**src/rtl/dmc_dma_ctrl.sv**
```systemverilog
// ---------------------------------------------------------------------------
// dmc_dma_ctrl
//
// Delta-modulation channel DMA controller for the APU. It holds the DMC
// sample address/length state and the one-byte sample buffer that feeds the
// DMC output unit. Whenever the buffer is empty and sample bytes remain, it
// steals the CPU bus for a single-byte DMA read:
//
//   IDLE -> HALT -> ALIGN -> FETCH -> IDLE
//
// HALT waits for a CPU read cycle, because the CPU ignores RDY on writes.
// ALIGN is one dummy cycle. FETCH puts DMC_Addr on the bus and latches DB at
// the closing edge.
//
// Ports
//   ACLK        clock, one rising edge per CPU cycle
//   RES         synchronous active-high reset
//   W4010       write strobe $4010 (bit7 irq_en, bit6 loop)
//   W4012       write strobe $4012 (sample start address A)
//   W4013       write strobe $4013 (sample length L)
//   W4015       write strobe $4015 (bit4 channel enable)
//   DB[7:0]     CPU data bus: register write data and DMA read data
//   RnW         CPU cycle type, 1 = read
//   PCM_Take    output unit consumed the buffer (one-cycle pulse)
//   RUNDMC      DMA in progress, holds sprite DMA in standby
//   n_DMCAB     0 = DMC owns the address bus this cycle
//   DMCRDY      0 = stall the CPU
//   DMC_Addr    sample address counter
//   PCM_Buf     sample buffer
//   PCM_Empty   sample buffer empty
//   DMC_Active  bytes remaining != 0
//   DMC_INT     DMC interrupt flag
// ---------------------------------------------------------------------------
module dmc_dma_ctrl (
  input  logic        ACLK,
  input  logic        RES,
  input  logic        W4010,
  input  logic        W4012,
  input  logic        W4013,
  input  logic        W4015,
  input  logic [7:0]  DB,
  input  logic        RnW,
  input  logic        PCM_Take,
  output logic        RUNDMC,
  output logic        n_DMCAB,
  output logic        DMCRDY,
  output logic [15:0] DMC_Addr,
  output logic [7:0]  PCM_Buf,
  output logic        PCM_Empty,
  output logic        DMC_Active,
  output logic        DMC_INT
);

  typedef enum logic [1:0] {
    ST_IDLE  = 2'd0,
    ST_HALT  = 2'd1,
    ST_ALIGN = 2'd2,
    ST_FETCH = 2'd3
  } state_e;

  state_e      state_q, state_d;

  logic        irq_en_q, irq_en_d;
  logic        loop_q, loop_d;
  logic [7:0]  smp_addr_q, smp_addr_d;
  logic [7:0]  smp_len_q, smp_len_d;
  logic [11:0] remaining_q, remaining_d;
  logic [15:0] addr_q, addr_d;
  logic [7:0]  pcm_buf_q, pcm_buf_d;
  logic        pcm_empty_q, pcm_empty_d;
  logic        dmc_int_q, dmc_int_d;

  logic        fetch_edge;
  logic        disable_wr;
  logic        enable_wr;
  logic        sample_end;
  logic        loop_reload;
  logic [15:0] start_addr;
  logic [11:0] start_len;
  logic [15:0] addr_inc;

  // Sample start point and length derived from the programmed A and L:
  // address = $C000 + A*64, length = L*16 + 1.
  assign start_addr = {2'b11, smp_addr_q, 6'b000000};
  assign start_len  = {smp_len_q, 4'b0001};

  // The counter lives in the upper half of memory, so $FFFF rolls to $8000.
  assign addr_inc = (addr_q == 16'hFFFF) ? 16'h8000 : (addr_q + 16'd1);

  assign fetch_edge = (state_q == ST_FETCH);
  assign disable_wr = W4015 & ~DB[4];
  assign enable_wr  = W4015 & DB[4];

  // A sample ends when the fetch consumes its last byte. A disable written
  // during a DMA has already forced remaining to zero, so it never reaches 1.
  assign sample_end  = fetch_edge && (remaining_q == 12'd1);
  assign loop_reload = sample_end & loop_q & ~disable_wr;

  // Next-state logic of the DMA sequencer.
  always_comb begin
    state_d = state_q;
    unique case (state_q)
      ST_IDLE: begin
        if (pcm_empty_q && (remaining_q != 12'd0)) begin
          state_d = ST_HALT;
        end
      end
      ST_HALT: begin
        // The CPU only honours RDY on read cycles, so keep waiting through
        // any write cycles.
        if (RnW) begin
          state_d = ST_ALIGN;
        end
      end
      ST_ALIGN: state_d = ST_FETCH;
      ST_FETCH: state_d = ST_IDLE;
      default:  state_d = ST_IDLE;
    endcase
  end

  // Programmable registers. New values only take effect at the next reload,
  // so writing A or L never disturbs a sample in progress.
  always_comb begin
    irq_en_d   = irq_en_q;
    loop_d     = loop_q;
    smp_addr_d = smp_addr_q;
    smp_len_d  = smp_len_q;
    if (W4010) begin
      irq_en_d = DB[7];
      loop_d   = DB[6];
    end
    if (W4012) begin
      smp_addr_d = DB;
    end
    if (W4013) begin
      smp_len_d = DB;
    end
  end

  // Address counter and remaining-byte counter.
  always_comb begin
    addr_d      = addr_q;
    remaining_d = remaining_q;

    if (fetch_edge) begin
      addr_d = addr_inc;
      // A disable during HALT/ALIGN leaves remaining at zero; the byte is
      // still delivered but the counter must not underflow.
      if (remaining_q != 12'd0) begin
        remaining_d = remaining_q - 12'd1;
      end
    end

    if (loop_reload) begin
      addr_d      = start_addr;
      remaining_d = start_len;
    end

    // $4015 is evaluated against the post-fetch count so that an enable
    // landing on the edge that ends a sample restarts it.
    if (disable_wr) begin
      remaining_d = 12'd0;
    end else if (enable_wr && (remaining_d == 12'd0)) begin
      addr_d      = start_addr;
      remaining_d = start_len;
    end
  end

  // Sample buffer. FETCH always finds the buffer empty, so a PCM_Take in
  // that cycle has nothing to consume and the fetched byte takes priority.
  always_comb begin
    pcm_buf_d   = pcm_buf_q;
    pcm_empty_d = pcm_empty_q;
    if (fetch_edge) begin
      pcm_buf_d   = DB;
      pcm_empty_d = 1'b0;
    end else if (PCM_Take) begin
      pcm_empty_d = 1'b1;
    end
  end

  // Interrupt flag: raised at a non-looping sample end with irq_en set.
  // Any $4015 write clears it, which also covers an enable or disable
  // colliding with the final fetch.
  always_comb begin
    dmc_int_d = dmc_int_q;
    if (sample_end && !loop_q && irq_en_q) begin
      dmc_int_d = 1'b1;
    end
    if (W4015 || (W4010 && !DB[7])) begin
      dmc_int_d = 1'b0;
    end
  end

  // State registers with synchronous reset.
  always_ff @(posedge ACLK) begin
    if (RES) begin
      state_q     <= ST_IDLE;
      irq_en_q    <= 1'b0;
      loop_q      <= 1'b0;
      smp_addr_q  <= 8'h00;
      smp_len_q   <= 8'h00;
      remaining_q <= 12'd0;
      addr_q      <= 16'hC000;
      pcm_buf_q   <= 8'h00;
      pcm_empty_q <= 1'b1;
      dmc_int_q   <= 1'b0;
    end else begin
      state_q     <= state_d;
      irq_en_q    <= irq_en_d;
      loop_q      <= loop_d;
      smp_addr_q  <= smp_addr_d;
      smp_len_q   <= smp_len_d;
      remaining_q <= remaining_d;
      addr_q      <= addr_d;
      pcm_buf_q   <= pcm_buf_d;
      pcm_empty_q <= pcm_empty_d;
      dmc_int_q   <= dmc_int_d;
    end
  end

  // Outputs are decoded from registered state only.
  assign RUNDMC     = (state_q != ST_IDLE);
  assign DMCRDY     = (state_q == ST_IDLE);
  assign n_DMCAB    = (state_q != ST_FETCH);
  assign DMC_Addr   = addr_q;
  assign PCM_Buf    = pcm_buf_q;
  assign PCM_Empty  = pcm_empty_q;
  assign DMC_Active = (remaining_q != 12'd0);
  assign DMC_INT    = dmc_int_q;

endmodule

```
**config.mk**
```make
export PLATFORM = sky130hd
export DESIGN_NAME = dmc_dma_ctrl
export DESIGN_NICKNAME = d
export VERILOG_FILES = /design/src/rtl/dmc_dma_ctrl.sv
export SDC_FILE = /design/constraint.sdc
export NUM_CORES = 1
export LEC_CHECK = 0
export ABC_AREA = 1
export BUFFER_PORTS_ARGS = -buffer_cell sky130_fd_sc_hd__buf_2
export CAP_MARGIN = 10
export CORE_UTILIZATION = 40
export DETAILED_ROUTE_END_ITERATION = 10
export PLACE_DENSITY = 0.6
export SLEW_MARGIN = 40
export SYNTH_ARGS = -nofsm -noshare
export SYNTH_HDL_FRONTEND = slang
export SYNTH_SLANG_ARGS = --single-unit
```
**constraint.sdc**
```tcl
create_clock -name ACLK -period 1.8 [get_ports ACLK]
set_input_delay 0.18 -clock ACLK [delete_from_list [all_inputs] [get_ports ACLK]]
set_output_delay 0.18 -clock ACLK [all_outputs]
set_load 0.05 [all_outputs]
```
# == Word level (Yosys, flattened, before mapping) ==
# Index checks and enable logic that the tools add are counted.
# totals
ram_bits,0
output_inout_bits,30
latch_bits,0
mem_bits_ro,0
inputBits,16
word_cells,59
n_memories,0
regBits,58
# classes
n_mux,14
mul,0
reduce_logical,18
n_div,0
addsub,2
n_bitwise,6
n_shift,0
n_eq_ne,8
magnitude_cmp,0
# op_table
cell,n
2-to-1 mux 16 bit,5
2-to-1 mux 12 bit,4
"adder 16 x 1 -> 16 bit, second input constant",1
"== test 16 bit, second input constant",1
"== test 12 x 1 -> 1 bit, second input constant",1
zero test 12 bit,1
nonzero test 12 bit,1
"subtractor 12 x 1 -> 12 bit, second input constant",1
one-hot mux 2 bit (4 select lines),1
logical AND 1 bit,6
bitwise AND 1 bit,4
"== test 2 bit, second input constant",2
2-to-1 mux 2 bit,2
"inequality test 2 bit, second input constant",2
nonzero test 2 bit,2
OR reduction 2 bit,2
OR reduction 3 bit,1
"== test 2 x 1 -> 1 bit, second input constant",1
zero test 1 bit,2
zero test 2 bit,1
2-to-1 mux 1 bit,2
"inequality test 2 x 1 -> 1 bit, second input constant",1
inverter 1 bit,2
AND reduction 2 bit,1
logical OR 1 bit,1

# == Depth between registers and ports, before layout ==
# depth
word_depth,9
mapped_depth,17
ltp_nobuf,16

# == Worst setup path after synthesis ==
# OpenSTA, ideal clock, no wires.
# synth_path
kind,reg2reg
start,register addr_q[0] (netlist: DMC_Addr[0])
end,register addr_q[13] (netlist: DMC_Addr[13])
required_ns,1.687
t_arrival_ns,2.012
n_path_buf,0
path_slack_ns,-0.324
path_stages_with_launch,13
synth_period_minus_slack_ns,2.124
setup_ns,0.113
path_cell_list,dfxtp_1 > ha_1 > nand2_1 > nor2_1 > nand2_1 > nor2_1 > nand2_1 > nand2_1 > inv_1 > o211ai_1 > o21ai_0 > nor2_1 > nor2_1
# synth_between
elab_chain_len,6
word_cells_on_any_way,7
classes_between,add/sub: 1; eq/ne: 1; mux: 5
# synth_rtl
item,line_no,rtl
from (decl),68,"logic [15:0] addr_q, addr_d;"
from (signal assigned),215,addr_q <= addr_d;
adder 16 x 1 -> 16 bit / == test 16 bit (equally long branches),88,assign addr_inc = (addr_q == 16'hFFFF) ? 16'h8000 : (addr_q + 16'd1);
2-to-1 mux 16 bit (*),88,
2-to-1 mux 16 bit (*),145,if (fetch_edge) begin
2-to-1 mux 16 bit (*),154,if (loop_reload) begin
2-to-1 mux 16 bit,163,end else if (enable_wr && (remaining_d == 12'd0)) begin
2-to-1 mux 16 bit (*),161,if (disable_wr) begin
# Every way passes the cells marked *; elsewhere a longest branch is shown, timed or not.
# A chain may end at the register's enable or synchronous reset.

# == Final worst setup path ==
# layout_path
start,register remaining_q[3]
end,register remaining_q[9]
# layout_between
elab_chain_len,8
word_cells_on_any_way,12
classes_between,add/sub: 1; eq/ne: 1; mux: 4; bitwise: 2; reduce/logical: 4
# layout_rtl
item,line_no,rtl
from (decl),67,"logic [11:0] remaining_q, remaining_d;"
from (signal assigned),214,remaining_q <= remaining_d;
branches (longest 4 deep; another with subtractor 12 x 1 -> 12 bit),n/a,
2-to-1 mux 12 bit (*),154,
zero test 12 bit,163,
logical AND 1 bit,163,
2-to-1 mux 12 bit (*),163,
# Mark *: on every way between the ends.

==> reports/metrics.cfg <==
[sta]
fmax_mhz = 462
relSlewSlack = 0.781
drv_slew = 0
setup_tns_ps = -8720
finalCritPeriodShare = 1.20
finalSetupViolations = 29
clock-skew-final_ps = 12.7
fin_ws_ps = -364
rsz0062_at_grt = yes
finalCriticalPeriod_ps = 2160
tightest_slew_ps = 328
finalHoldViolations = 0

[setup_path]
arrival_ps = 2430
cp.buffers_inverters = 2
ff2ff_path_depth = 15
cp_top_family = simple AND/OR/NAND/NOR gates
crit_chain = nor2_4 -> nand2_4 -> nor2_4 -> nand2_4 -> nand2_1 -> nand2_1 -> nand3_2 -> nand2_2 -> buf_6 -> nor2_4 -> nand3_2 -> nor2_4 -> buf_6 -> nor2_2 -> nor2_2
critical_path_depth = 15
path_max_fanout = 7
r2r_start = remaining_q[3]$_SDFF_PP0_
cp-start-kind = register
r2r_slack_ps = -360
critPathKind = register to register
slowest_stage = dfxtp_1
critPathRequiredTime_ps = 2070
crit_top_cell = nor2_4
crit_start = remaining_q[3]$_SDFF_PP0_
end_kind = register
cpPeakStageDelay_ps = 400

[yosys]
synth_nets = 529
synth_top_family_by_area = simple AND/OR/NAND/NOR gates
synth_cell_types = 33
synth-seq-cells = 58
ys_seq_area_frac = 0.347
synth-compound-area-share = 0.119
ys_warn_count = 0
syn-instance-count = 505
synth_area_per_cell_sq_um = 6.62
syn_area_sq_um = 3340
synth_simple_gate_area_frac = 0.379
synthAdderAreaFrac = 0.0299
synth-xor-area-share = 0.0183
muxShareOfSynthArea = 0

[power_and_ir_drop]
switching_share = 0.474
p_int_w = 0.00533
ir_worst_vdd_mv = 0.970
clock_power_share = 0.132
power_leakage_nw = 2.38
power_frac_comb = 0.701
pwr-share-seq = 0.167
power_density_nw_per_um2 = 2100
p_switching_w = 0.00480

[die]
die_h_microns = 93.4
start_util = 0.424
dieArea_sq_um = 8730
die_w_microns = 93.4
core_sq_um = 7890
num_rows = 32
top_level_ports = 46

[finish]
antenna_cells = 0
nFillCells = 748
fin_cells = 740
drive_gt1_frac = 0.375
nets = 657
final_cell_area_sq_um = 4830
area_growth_pct = 44.5

[detailed_routing]
wl_microns = 9590
drt-initial-drc-count = 137
drc = 0
detail_route.wl_per_cell_microns = 13.0
dr.pass1.iters = 5
postRouteAntennaNets = 0
drt-vias-per-instance = 4.91
vias = 3635

[job]
max_cap_violations = 0

[clock_network]
clkSlewWorstSetupHoldPaths_ps = 70
insertion_delay_ps = 340
ctsRootBufferMaster = clkbuf_8
cts_tree = built
clk_path_buf_depth = 2
cts_made_buffers = 9
clock-sinks = 58
htree_levels = 3

[grt]
grt_overflow_total = 0
grt_pass1_vias = 3373
grt_max_degree = 44
antenna_found_initial = 0
grt_pass1_wl_microns = 15800
grt_use_total = 0.236

[placed_design]
gp_congestion = 0.877
hpwl_microns = 7290
place_ws_ps = -501
dpl-instance-area_sq_um = 4260
placed_cells = 711
io_buffers = 45

[hold_path]
hold_depth = 2
hp-class = primary input to register
hp-start = W4012

[outcome]
outcome = complete, but fails checks
violations = setup timing

## power groups by stage
stage               sequential (W)  combinational [W]  clock (W)
floorplan                  0.00196            0.00372          0
global placement           0.00171            0.00566          0
detailed placement         0.00171            0.00569          0
CTS                        0.00169            0.00637    0.00135
global route               0.00171            0.00768    0.00144
finish                     0.00169            0.00711    0.00133
## cell usage after synthesis (all sizes together)
cell | number | area share
o21bai | 1 | 0.0022
nand3b | 3 | 0.0067
nand3 | 35 | 0.063
a21o | 1 | 0.0022
buf | 8 | 0.019
ha | 8 | 0.030
xor2 | 5 | 0.013
clkinv | 1 | 0.0011
o311ai | 1 | 0.0026
o21ai | 37 | 0.055
inv | 69 | 0.077
a211oi | 1 | 0.0022
nor2 | 104 | 0.14
nand2 | 103 | 0.12
o211ai | 3 | 0.0067
nand4 | 23 | 0.043
a22oi | 1 | 0.0022
nor3 | 4 | 0.0090
a21oi | 27 | 0.042
o22ai | 2 | 0.0037
clkbuf | 8 | 0.0090
dfxtp | 58 | 0.35
xnor2 | 2 | 0.0052
## kinds of logic after synthesis
group           Yosys count
flops                    58
buf+inv                  86
xor+xnor                  7
simple gates            272
fa+ha+maj                 8
compound gates           74
## state kept, by name, indices dropped and copies added (netlist names)
| name | count |
|---|---|
| PCM_Empty | 1 |
| DMC_INT | 1 |
| smp_addr_q | 8 |
| PCM_Buf | 8 |
| remaining_q | 12 |
| DMC_Addr | 16 |
| irq_en_q | 1 |
| state_q | 2 |
| loop_q | 1 |
| smp_len_q | 8 |
## layer usage
layer,global-route usage,part of all wire
met3,0.0634,0.060
met5,0,0
met1,0.298,0.46
met2,0.382,0.45
met4,0.0872,0.024
## worst reg2reg max path, delay by kind of cell, from the launching register on
| family | cells | cell delay [ps] |
|---|---|---|
| buf+inv | 2 | 260 |
| simple gates | 13 | 1440 |
| flops | 1 | 400 |
## stage by stage
step	hold WS [ps]	total power, W	util
after CTS	28.8	0.00941	0.592
after global placement	388	0.00737	0.540
after detailed placement	396	0.00740	0.540
after global routing	28.4	0.0108	0.612
after floorplan	258	0.00567	-
final	39.7	0.0101	0.612
## timing repair
action / CTS / global route
pin swaps: 18 / 25
cloned: 1 / 0
hold buffers: 0 / 0
setup endpoints to repair: 31 / 32
buffers inserted: 7 / 5
gates resized for setup: 38 / 37
## worst paths after layout
path                                                    to
worst min-delay path            smp_addr_q[4]$_SDFFE_PP0P_
worst min register to register        DMC_INT$_SDFFE_PP0P_
worst max register to register   remaining_q[9]$_SDFF_PP0_
worst max-delay path             remaining_q[9]$_SDFF_PP0_
## final cells by class
type	instances	area [sq um]	share of cell area
Inverter	70	273	0.0565
Tap cell	102	128	0.0264
Clock buffer	13	180	0.0373
Multi-Input combinational cell	362	2070	0.428
Sequential cell	58	1180	0.245
Clock inverter	3	43.8	0.00907
Timing Repair Buffer	132	957	0.198
## cell usage in the layout (no fill, tap or decap), types with 4 or more instances in the layout
cell type / instances
buf_4: 73
buf_2: 43
dfxtp_2: 7
nor2_1: 78
nand3_2: 11
a21oi_2: 5
nor2_2: 14
buf_6: 13
nand3_1: 22
inv_1: 58
inv_2: 10
clkbuf_8: 11
nor2_4: 12
nand2_2: 14
dfxtp_1: 48
nand4_1: 23
ha_4: 4
nand2_1: 86
o21ai_0: 34
a21oi_1: 22
ha_1: 4
xor2_1: 5
nand2_4: 4
No activity file was read; power rests on OpenSTA's default activity.
